<file path="src/rtl/seven_seg_scan_ctrl.sv">
// Seven-segment scan sequencer: buffers a short letter-code message and
// time-multiplexes one shared decoder across DIGITS common-anode digits.
module seven_seg_scan_ctrl #(
    parameter int DIGITS        = 4,
    parameter int MSG_LEN       = 8,
    parameter int REFRESH_DIV   = 1000,
    parameter int SCROLL_FRAMES = 100
) (
    input  logic                         clk,
    input  logic                         rst_n,
    input  logic                         clear,
    input  logic                         start,
    input  logic                         scroll_en,
    input  logic                         wr_valid,
    input  logic [2:0]                   wr_data,
    output logic                         wr_ready,
    output logic [2:0]                   bin,
    output logic [DIGITS-1:0]            dig_en_n,
    output logic                         running,
    output logic [$clog2(MSG_LEN+1)-1:0] msg_len,
    output logic                         frame_tick
);

    localparam int LW = $clog2(MSG_LEN + 1);
    localparam int PW = $clog2(MSG_LEN);
    localparam int SW = $clog2(DIGITS);
    localparam int RW = $clog2(REFRESH_DIV);
    localparam int FW = (SCROLL_FRAMES > 1) ? $clog2(SCROLL_FRAMES) : 1;

    typedef enum logic {LOAD, RUN} state_t;

    state_t            state, state_nxt;
    logic [2:0]        msg_buf [MSG_LEN];
    logic [PW-1:0]     ptr, ptr_nxt;
    logic [PW-1:0]     offset, offset_nxt;
    logic [SW-1:0]     slot, slot_nxt;
    logic [RW-1:0]     refresh_cnt, refresh_nxt;
    logic [FW-1:0]     frame_cnt, frame_nxt;
    logic [LW-1:0]     msg_len_nxt;
    logic              wr_fire;
    logic              tick_nxt;
    logic [2:0]        bin_nxt;
    logic [DIGITS-1:0] dig_nxt;

    // Advance a buffer index by one, wrapping at the current message length.
    function automatic logic [PW-1:0] wrap_inc(input logic [PW-1:0] p, input logic [LW-1:0] len);
        logic [LW-1:0] inc;
        inc = LW'(p) + LW'(1);
        return (inc >= len) ? '0 : PW'(inc);
    endfunction

    assign wr_ready = (state == LOAD) && (msg_len < LW'(MSG_LEN));

    always_ff @(posedge clk or negedge rst_n) begin
        if (!rst_n) state <= LOAD;
        else        state <= state_nxt;
    end

    // NOTE: every variable gets a default before any branch so no latch is inferred.
    always_comb begin
        state_nxt   = state;
        msg_len_nxt = msg_len;
        offset_nxt  = offset;
        ptr_nxt     = ptr;
        slot_nxt    = slot;
        refresh_nxt = refresh_cnt;
        frame_nxt   = frame_cnt;
        tick_nxt    = 1'b0;
        wr_fire     = 1'b0;

        if (clear) begin
            state_nxt   = LOAD;
            msg_len_nxt = '0;
            offset_nxt  = '0;
            ptr_nxt     = '0;
            slot_nxt    = '0;
            refresh_nxt = '0;
            frame_nxt   = '0;
        end else begin
            case (state)
                LOAD: begin
                    wr_fire = wr_valid && wr_ready;
                    if (wr_fire) msg_len_nxt = msg_len + LW'(1);
                    if (start && (msg_len != '0 || wr_fire)) begin
                        state_nxt   = RUN;
                        offset_nxt  = '0;
                        ptr_nxt     = '0;
                        slot_nxt    = '0;
                        refresh_nxt = '0;
                        frame_nxt   = '0;
                    end
                end
                RUN: begin
                    if (refresh_cnt == RW'(REFRESH_DIV - 1)) begin
                        refresh_nxt = '0;
                        if (slot == SW'(DIGITS - 1)) begin
                            slot_nxt = '0;
                            tick_nxt = 1'b1;
                            if (frame_cnt == FW'(SCROLL_FRAMES - 1)) begin
                                frame_nxt = '0;
                                if (scroll_en) offset_nxt = wrap_inc(offset, msg_len);
                            end else begin
                                frame_nxt = frame_cnt + FW'(1);
                            end
                            // The scrolled offset takes effect on this same slot-0 reload.
                            ptr_nxt = offset_nxt;
                        end else begin
                            slot_nxt = slot + SW'(1);
                            ptr_nxt  = wrap_inc(ptr, msg_len);
                        end
                    end else begin
                        refresh_nxt = refresh_cnt + RW'(1);
                    end
                end
                default: state_nxt = LOAD;
            endcase
        end

        // Outputs are registered from next-state values; a code written on the
        // start cycle is forwarded so the first slot shows it immediately.
        bin_nxt = '0;
        dig_nxt = '1;
        if (state_nxt == RUN) begin
            bin_nxt = (wr_fire && msg_len[PW-1:0] == ptr_nxt) ? wr_data : msg_buf[ptr_nxt];
            if (refresh_nxt != '0) dig_nxt = ~(DIGITS'(1) << slot_nxt);
        end
    end

    // NOTE: sequential state uses non-blocking assignments so all registers update together.
    always_ff @(posedge clk or negedge rst_n) begin
        if (!rst_n) begin
            // NOTE: the message buffer is reset as well, so a fresh scan never shows stale codes.
            for (int i = 0; i < MSG_LEN; i++) msg_buf[i] <= '0;
            msg_len     <= '0;
            offset      <= '0;
            ptr         <= '0;
            slot        <= '0;
            refresh_cnt <= '0;
            frame_cnt   <= '0;
            bin         <= '0;
            dig_en_n    <= '1;
            running     <= 1'b0;
            frame_tick  <= 1'b0;
        end else begin
            if (wr_fire) msg_buf[msg_len[PW-1:0]] <= wr_data;
            msg_len     <= msg_len_nxt;
            offset      <= offset_nxt;
            ptr         <= ptr_nxt;
            slot        <= slot_nxt;
            refresh_cnt <= refresh_nxt;
            frame_cnt   <= frame_nxt;
            bin         <= bin_nxt;
            dig_en_n    <= dig_nxt;
            running     <= (state_nxt == RUN);
            frame_tick  <= tick_nxt;
        end
    end

endmodule

</file>
<file path="config.mk">
export PLATFORM = sky130hd
export DESIGN_NAME = seven_seg_scan_ctrl
export DESIGN_NICKNAME = d
export VERILOG_FILES = /design/src/rtl/seven_seg_scan_ctrl.sv
export SDC_FILE = /design/constraint.sdc
export NUM_CORES = 1
export LEC_CHECK = 0
export CORE_AREA = 2 2 111 113
export DETAILED_ROUTE_END_ITERATION = 8
export DIE_AREA = 0 0 113 115
export PLACE_DENSITY = 0.54
export SYNTH_ARGS = -nofsm -noshare
export SYNTH_HDL_FRONTEND = slang
export SYNTH_SLANG_ARGS = --single-unit
</file>
<file path="constraint.sdc">
create_clock -name clk -period 6.25 [get_ports clk]
set_input_delay 1.5625 -clock clk [delete_from_list [all_inputs] [get_ports clk]]
set_output_delay 1.5625 -clock clk [all_outputs]
set_load 0.1 [all_outputs]
</file>
# Word level (Yosys, flattened, before mapping)

Cells that the tools add are included.
Widths: inputs -> output; s select.

Register bits after elaboration: 62
Bits of input ports: 9

Add/subtract/negate cells: 6
$lt $le $gt $ge: 6
Eq/ne operators: 8
Shift-type cells: 1
Muxes and demuxes: 51
Bitwise logic cells: 4
Reductions and logical operators: 11

Operators with widths:

| kind                  | number |
|---|---|
| $mux 3                | 17 |
| $mux 7                | 5 |
| $mux 10               | 3 |
| $bwmux 24             | 1 |
| $mux 4                | 5 |
| $pmux 10 s2           | 1 |
| $pmux 7 s2            | 1 |
| $pmux 3 s2            | 2 |
| $add 10x1->10 const B | 1 |
| $eq 10x10->1 const B  | 1 |
| $reduce_bool 10->1    | 1 |
| $bmux 3 s3            | 1 |
| $demux 3 s3           | 1 |
| $mux 1                | 9 |
| $ne 3x2->1 const B    | 3 |
| $add 3x1->4 const B   | 2 |
| $ge 4x4->1            | 2 |
| $ge 4x4->1 const B    | 2 |
| $mux 2                | 4 |
| $not 3->4             | 2 |
| $add 7x1->7 const B   | 1 |
| $eq 7x7->1 const B    | 1 |
| $logic_and 1x1->1     | 5 |
| $add 4x1->4 const B   | 1 |
| 15 further kinds      | 15 |

# Longest topological paths before layout

Depth after elaboration: 15
Mapped depth: 13

# Worst setup path before layout

OpenSTA, ideal clock, no wires.

Path type: register -> output
From: reg running (netlist name)
To: out wr_ready
Arrival: 2374 ps
Slack: 2314 ps
Cell stages (with the launch flop): 3
Buffers on the path: 1
Cell sequence: dfrtp_1 > clkbuf_1 > nor2_1

RTL lines:

| what      | line | source |
|---|---|---|
| to (decl) | 16   | `output logic wr_ready,` |

# Worst setup path after layout

From: in wr_valid
To: reg bin[1]

Cells in the longest elaborated chain, start to end: 12
Elaborated cells between the ends (all ways): 19
Those cells by class: eq/ne (1); mux (13); bitwise (1); reduce/logical (4)

Ends and longest elaborated chain:

| what                                      | line | source |
|---|---|---|
| from (decl)                               | 14   | `input logic wr_valid,` |
| $logic_and 1x1->1 (*)                     | 82   | `wr_fire = wr_valid && wr_ready;` |
| $logic_or 1x1->1                          | 84   | `if (start && (msg_len != '0 \|\| wr_fire)) begin` |
| $logic_and 1x1->1                         | 84   |  |
| $mux 3                                    | 84   |  |
| $pmux 3 s2                                | 80   | `case (state)` |
| $mux 3                                    | 71   | `if (clear) begin` |
| $not 3->4 (not written as such)           | 124  | `bin_nxt = (wr_fire && msg_len[PW-1:0] == ptr_nxt) ? wr_data : msg_buf[ptr_nxt];` |
| $bmux 3 s3                                | 124  |  |
| $mux 3 (not written as such) (2 in a row) | 124  |  |
| $mux 3                                    | 124  |  |
| $mux 3 (*)                                | 123  | `if (state_nxt == RUN) begin` |
| via bin_nxt[1]                            | 42   | `logic [2:0] bin_nxt;` |
| to (signal assigned)                      | 152  | `bin <= bin_nxt;` |
| to (decl)                                 | 17   | `output logic [2:0] bin,` |

The timed path passes the listed nets; every way through them passes the cells marked *. The select of a mux whose other input is x is not followed.
A chain may end at the register's enable or synchronous reset.

==> impl_metrics.yaml <==
run_status:
  run_status: "finished with violations"
  violations: "DRC"
setup_path:
  timing.critical_path.from_type: "input pin"
  reg2reg_depth: 10
  r2r-end: "bin[1]"
  setup.worst_path.end: "bin[1]"
  max_fanout_on_critical_path: 14
  reg2reg_slack_ns: 2.45
  crit_required_ns: 6.49
  worst_setup_path_startpoint: "wr_valid"
  critPathKind: "input pin to flop"
  worst-endpoint-arrival_ns: 4.80
  regToRegStartpoint: "msg_len[1]"
  timing.critical_path.to_type: "flop"
yosys:
  synth_sequential_area_ratio_pct: 43.1
  yosys_most_used_dff: "sky130_fd_sc_hd__dfrtp_1"
  syn_area_per_cell_um2: 9.68
  synthesis.nets: 397
  synth_unique_cells: 57
  synthArstFlopShare_pct: 100
  synth.top_cell.area_share_pct: 40.2
  netlist_area_pre_place_mm2: 0.00361
  synth-seq-cells: 62
  syn-instance-count: 373
  synth.top_cells.by_area: "sky130_fd_sc_hd__dfrtp_1 40%, sky130_fd_sc_hd__mux2_2 8.1%, sky130_fd_sc_hd__nand3_1 6.5%"
  synth.yosys.warnings: 0
  post_synth_edffs: 0
  synth_largest_area_cell: "sky130_fd_sc_hd__dfrtp_1"
die:
  floorplan.initialDensity_pct: 30.6
  ioPinCount: 23
  rows: 40
  die_h_um: 115
  floorplan.die_area_mm2: 0.0130
  core_region_area_mm2: 0.0118
  floorplan.die.width_um: 113
hold_path:
  hold-path-cell-count: 1
  min-delay-path-class: "flop to flop"
power_and_ir_drop:
  clockPowerShare_pct: 41.1
  max-vdd-ir-drop_uv: 135
  power.net_switching_mw: 0.288
  p_int_mw: 0.760
  power.share.combinational_pct: 15.3
  p_leak_nw: 1.86
  power_per_cell_area_mw_per_mm2: 248
  p_seq_share_pct: 43.7
  power_switching_share_pct: 27.5
placed_design:
  dp_hpwl_mm: 6.06
  pre_cts_slack_ns: 1.37
  place.gp.congestion: 0.858
  number_of_placed_cells_counting_well_taps: 529
  port_buffers: 22
route:
  drt-vias-per-instance: 5.28
  via_count: 2880
  drt_pass1_iterations: 6
  postRouteWirelength_mm: 8.38
  routed_antenna_nets: 0
  avgRoutedWirePerCell_um: 15.4
  drt_iter0_drc: 140
  drt_drc_violations_left: 2
layout:
  most-common-layout-cells: "58 x sky130_fd_sc_hd__dfrtp_1, 47 x sky130_fd_sc_hd__nand3_1, 31 x sky130_fd_sc_hd__o21ai_0"
  layout.cells.most_common: "sky130_fd_sc_hd__dfrtp_1"
  finalNetCount: 417
  post_layout_nonfiller_instances: 545
  final_layout_size_suffix_gt1_share_pct: 14.3
  antennaDiodeCount: 0
  area_delta_synth_final_pct: 16.9
clocking:
  tritoncts.num_buffers: 9
  clk_pin_slew_ns: 0.05
  ctsHoldBuffers: 0
  cts.sink_count: 62
  cts_max_path_buffers: 2
  tritoncts: "done"
  cts_post_setup_buffers_inserted: 0
  clock_tree.root_cell: "sky130_fd_sc_hd__clkbuf_16"
  cts_resized: 0
  worstSkewPairLatency_ns: 0.33
  htreeDepth: 3
timing:
  max_slew_margin_pct: 29.2
  maxSlewViolCount: 0
  post-route-min-period_ns: 4.56
  timing_worst_slew_pin_value_ns: 1.06
  setup_viol_count_final: 0
  totalNegativeSetupSlack_ns: 0
  setup_ws_ns: 1.69
  timing.clock.skew_ns: 0.00688
  report.final.hold_viol_count: 0
  min_period_over_period_pct: 73.0
  max_freq_mhz: 219
  rsz0062_at_grt: "false"
grt:
  global_route.usage.total_pct: 14.1
  first_pass_grt_wire_length_mm: 14.6
  first_global_vias: 2905
  largest_net_degree_at_the_start_of_global_routing: 63
  gr-total-overflow: 0
  antenna_found_initial: 0
flow_run:
  maxCapViolCount: 0
[worst max-delay path, cell delays in order]
cell and delay, ns:
sky130_fd_sc_hd__clkdlybuf4s50_1 0.46, sky130_fd_sc_hd__or4b_4 0.53, sky130_fd_sc_hd__a211oi_2 0.66, sky130_fd_sc_hd__nand2b_2 0.29, sky130_fd_sc_hd__a32oi_1 0.27, sky130_fd_sc_hd__a21oi_1 0.28, sky130_fd_sc_hd__o21ai_1 0.15, sky130_fd_sc_hd__or3_4 0.40
sky130_fd_sc_hd__a31oi_1 0.18
[registers in the layout, summed over array words and instances (netlist names)]
register / flops
frame_cnt: 7
slot: 2
ptr: 3
msg_len: 4
msg_buf: 24
frame_tick: 1
offset: 3
running: 1
dig_en_n: 4
refresh_cnt: 10
bin: 3
[worst min path at each step]
stage	from	to	slack [ns]
4_1_cts	frame_cnt[6]	frame_cnt[6]	0.50
5_1_grt	frame_cnt[6]	frame_cnt[6]	0.51
6_report	frame_cnt[6]	frame_cnt[6]	0.48
3_5_place_dp	frame_cnt[6]	frame_cnt[6]	0.46
2_1_floorplan	frame_cnt[6]	frame_cnt[6]	0.44
3_3_place_gp	frame_cnt[6]	frame_cnt[6]	0.46
[cell type report]
class	instances	area (um^2)
fillers	1168	7590
multi-input cells	284	1950
flip-flops and latches	62	1560
clock buffers	14	244
repair buffers	25	238
well taps	147	184
inverters	11	41.3
clock inverters	2	10.0
[cell families after synthesis]
kind of cell / share of synthesized area [%]
adder cells (fa/ha/maj): 5.20
flip-flops: 43.1
buffers and inverters: 2.95
AO/OA/AOI/OAI: 17.2
AND/OR/NAND/NOR: 21.3
XOR/XNOR: 2.18
multiplexers: 8.11
[cells in the mapped netlist, drive strengths merged, types with 6 or more instances]
| master | instances |
|---|---|
| dfrtp | 58 |
| nand3 | 47 |
| o21ai | 32 |
| mux2 | 26 |
| nor2 | 25 |
| nand2 | 22 |
| ha | 15 |
| a21oi | 14 |
| clkbuf | 12 |
| inv | 11 |
| nor3 | 10 |
| o31ai | 10 |
| and3 | 8 |
| nand2b | 8 |
| xnor2 | 6 |
[layer usage]
layer  GRT usage [%]  wire [um]
met4            5.28        144
met1            17.9       3790
met3            3.80        298
met2            23.3       4140
met5               0          0
[power groups by stage]
stage / clock network, mW / registers, mW / logic (mW)
CTS: 0.446 / 0.458 / 0.162
floorplan: 0 / 0.487 / 0.0857
global placement: 0 / 0.465 / 0.160
global route: 0.463 / 0.461 / 0.175
detailed placement: 0 / 0.464 / 0.161
finish: 0.430 / 0.457 / 0.160
[through the flow]
step | cell area, um^2 | total power [mW] | hold WS, ns | utilization [%]
after detailed placement | 3970 | 0.626 | 0.464 | 33.6
after floorplan | 3610 | 0.573 | 0.438 | -
after global routing | 4220 | 1.10 | 0.514 | 35.7
after CTS | 4220 | 1.07 | 0.495 | 35.7
final | 4220 | 1.05 | 0.483 | 35.7
after global placement | 3970 | 0.625 | 0.462 | 33.6
(Power assumes the default switching activity.)
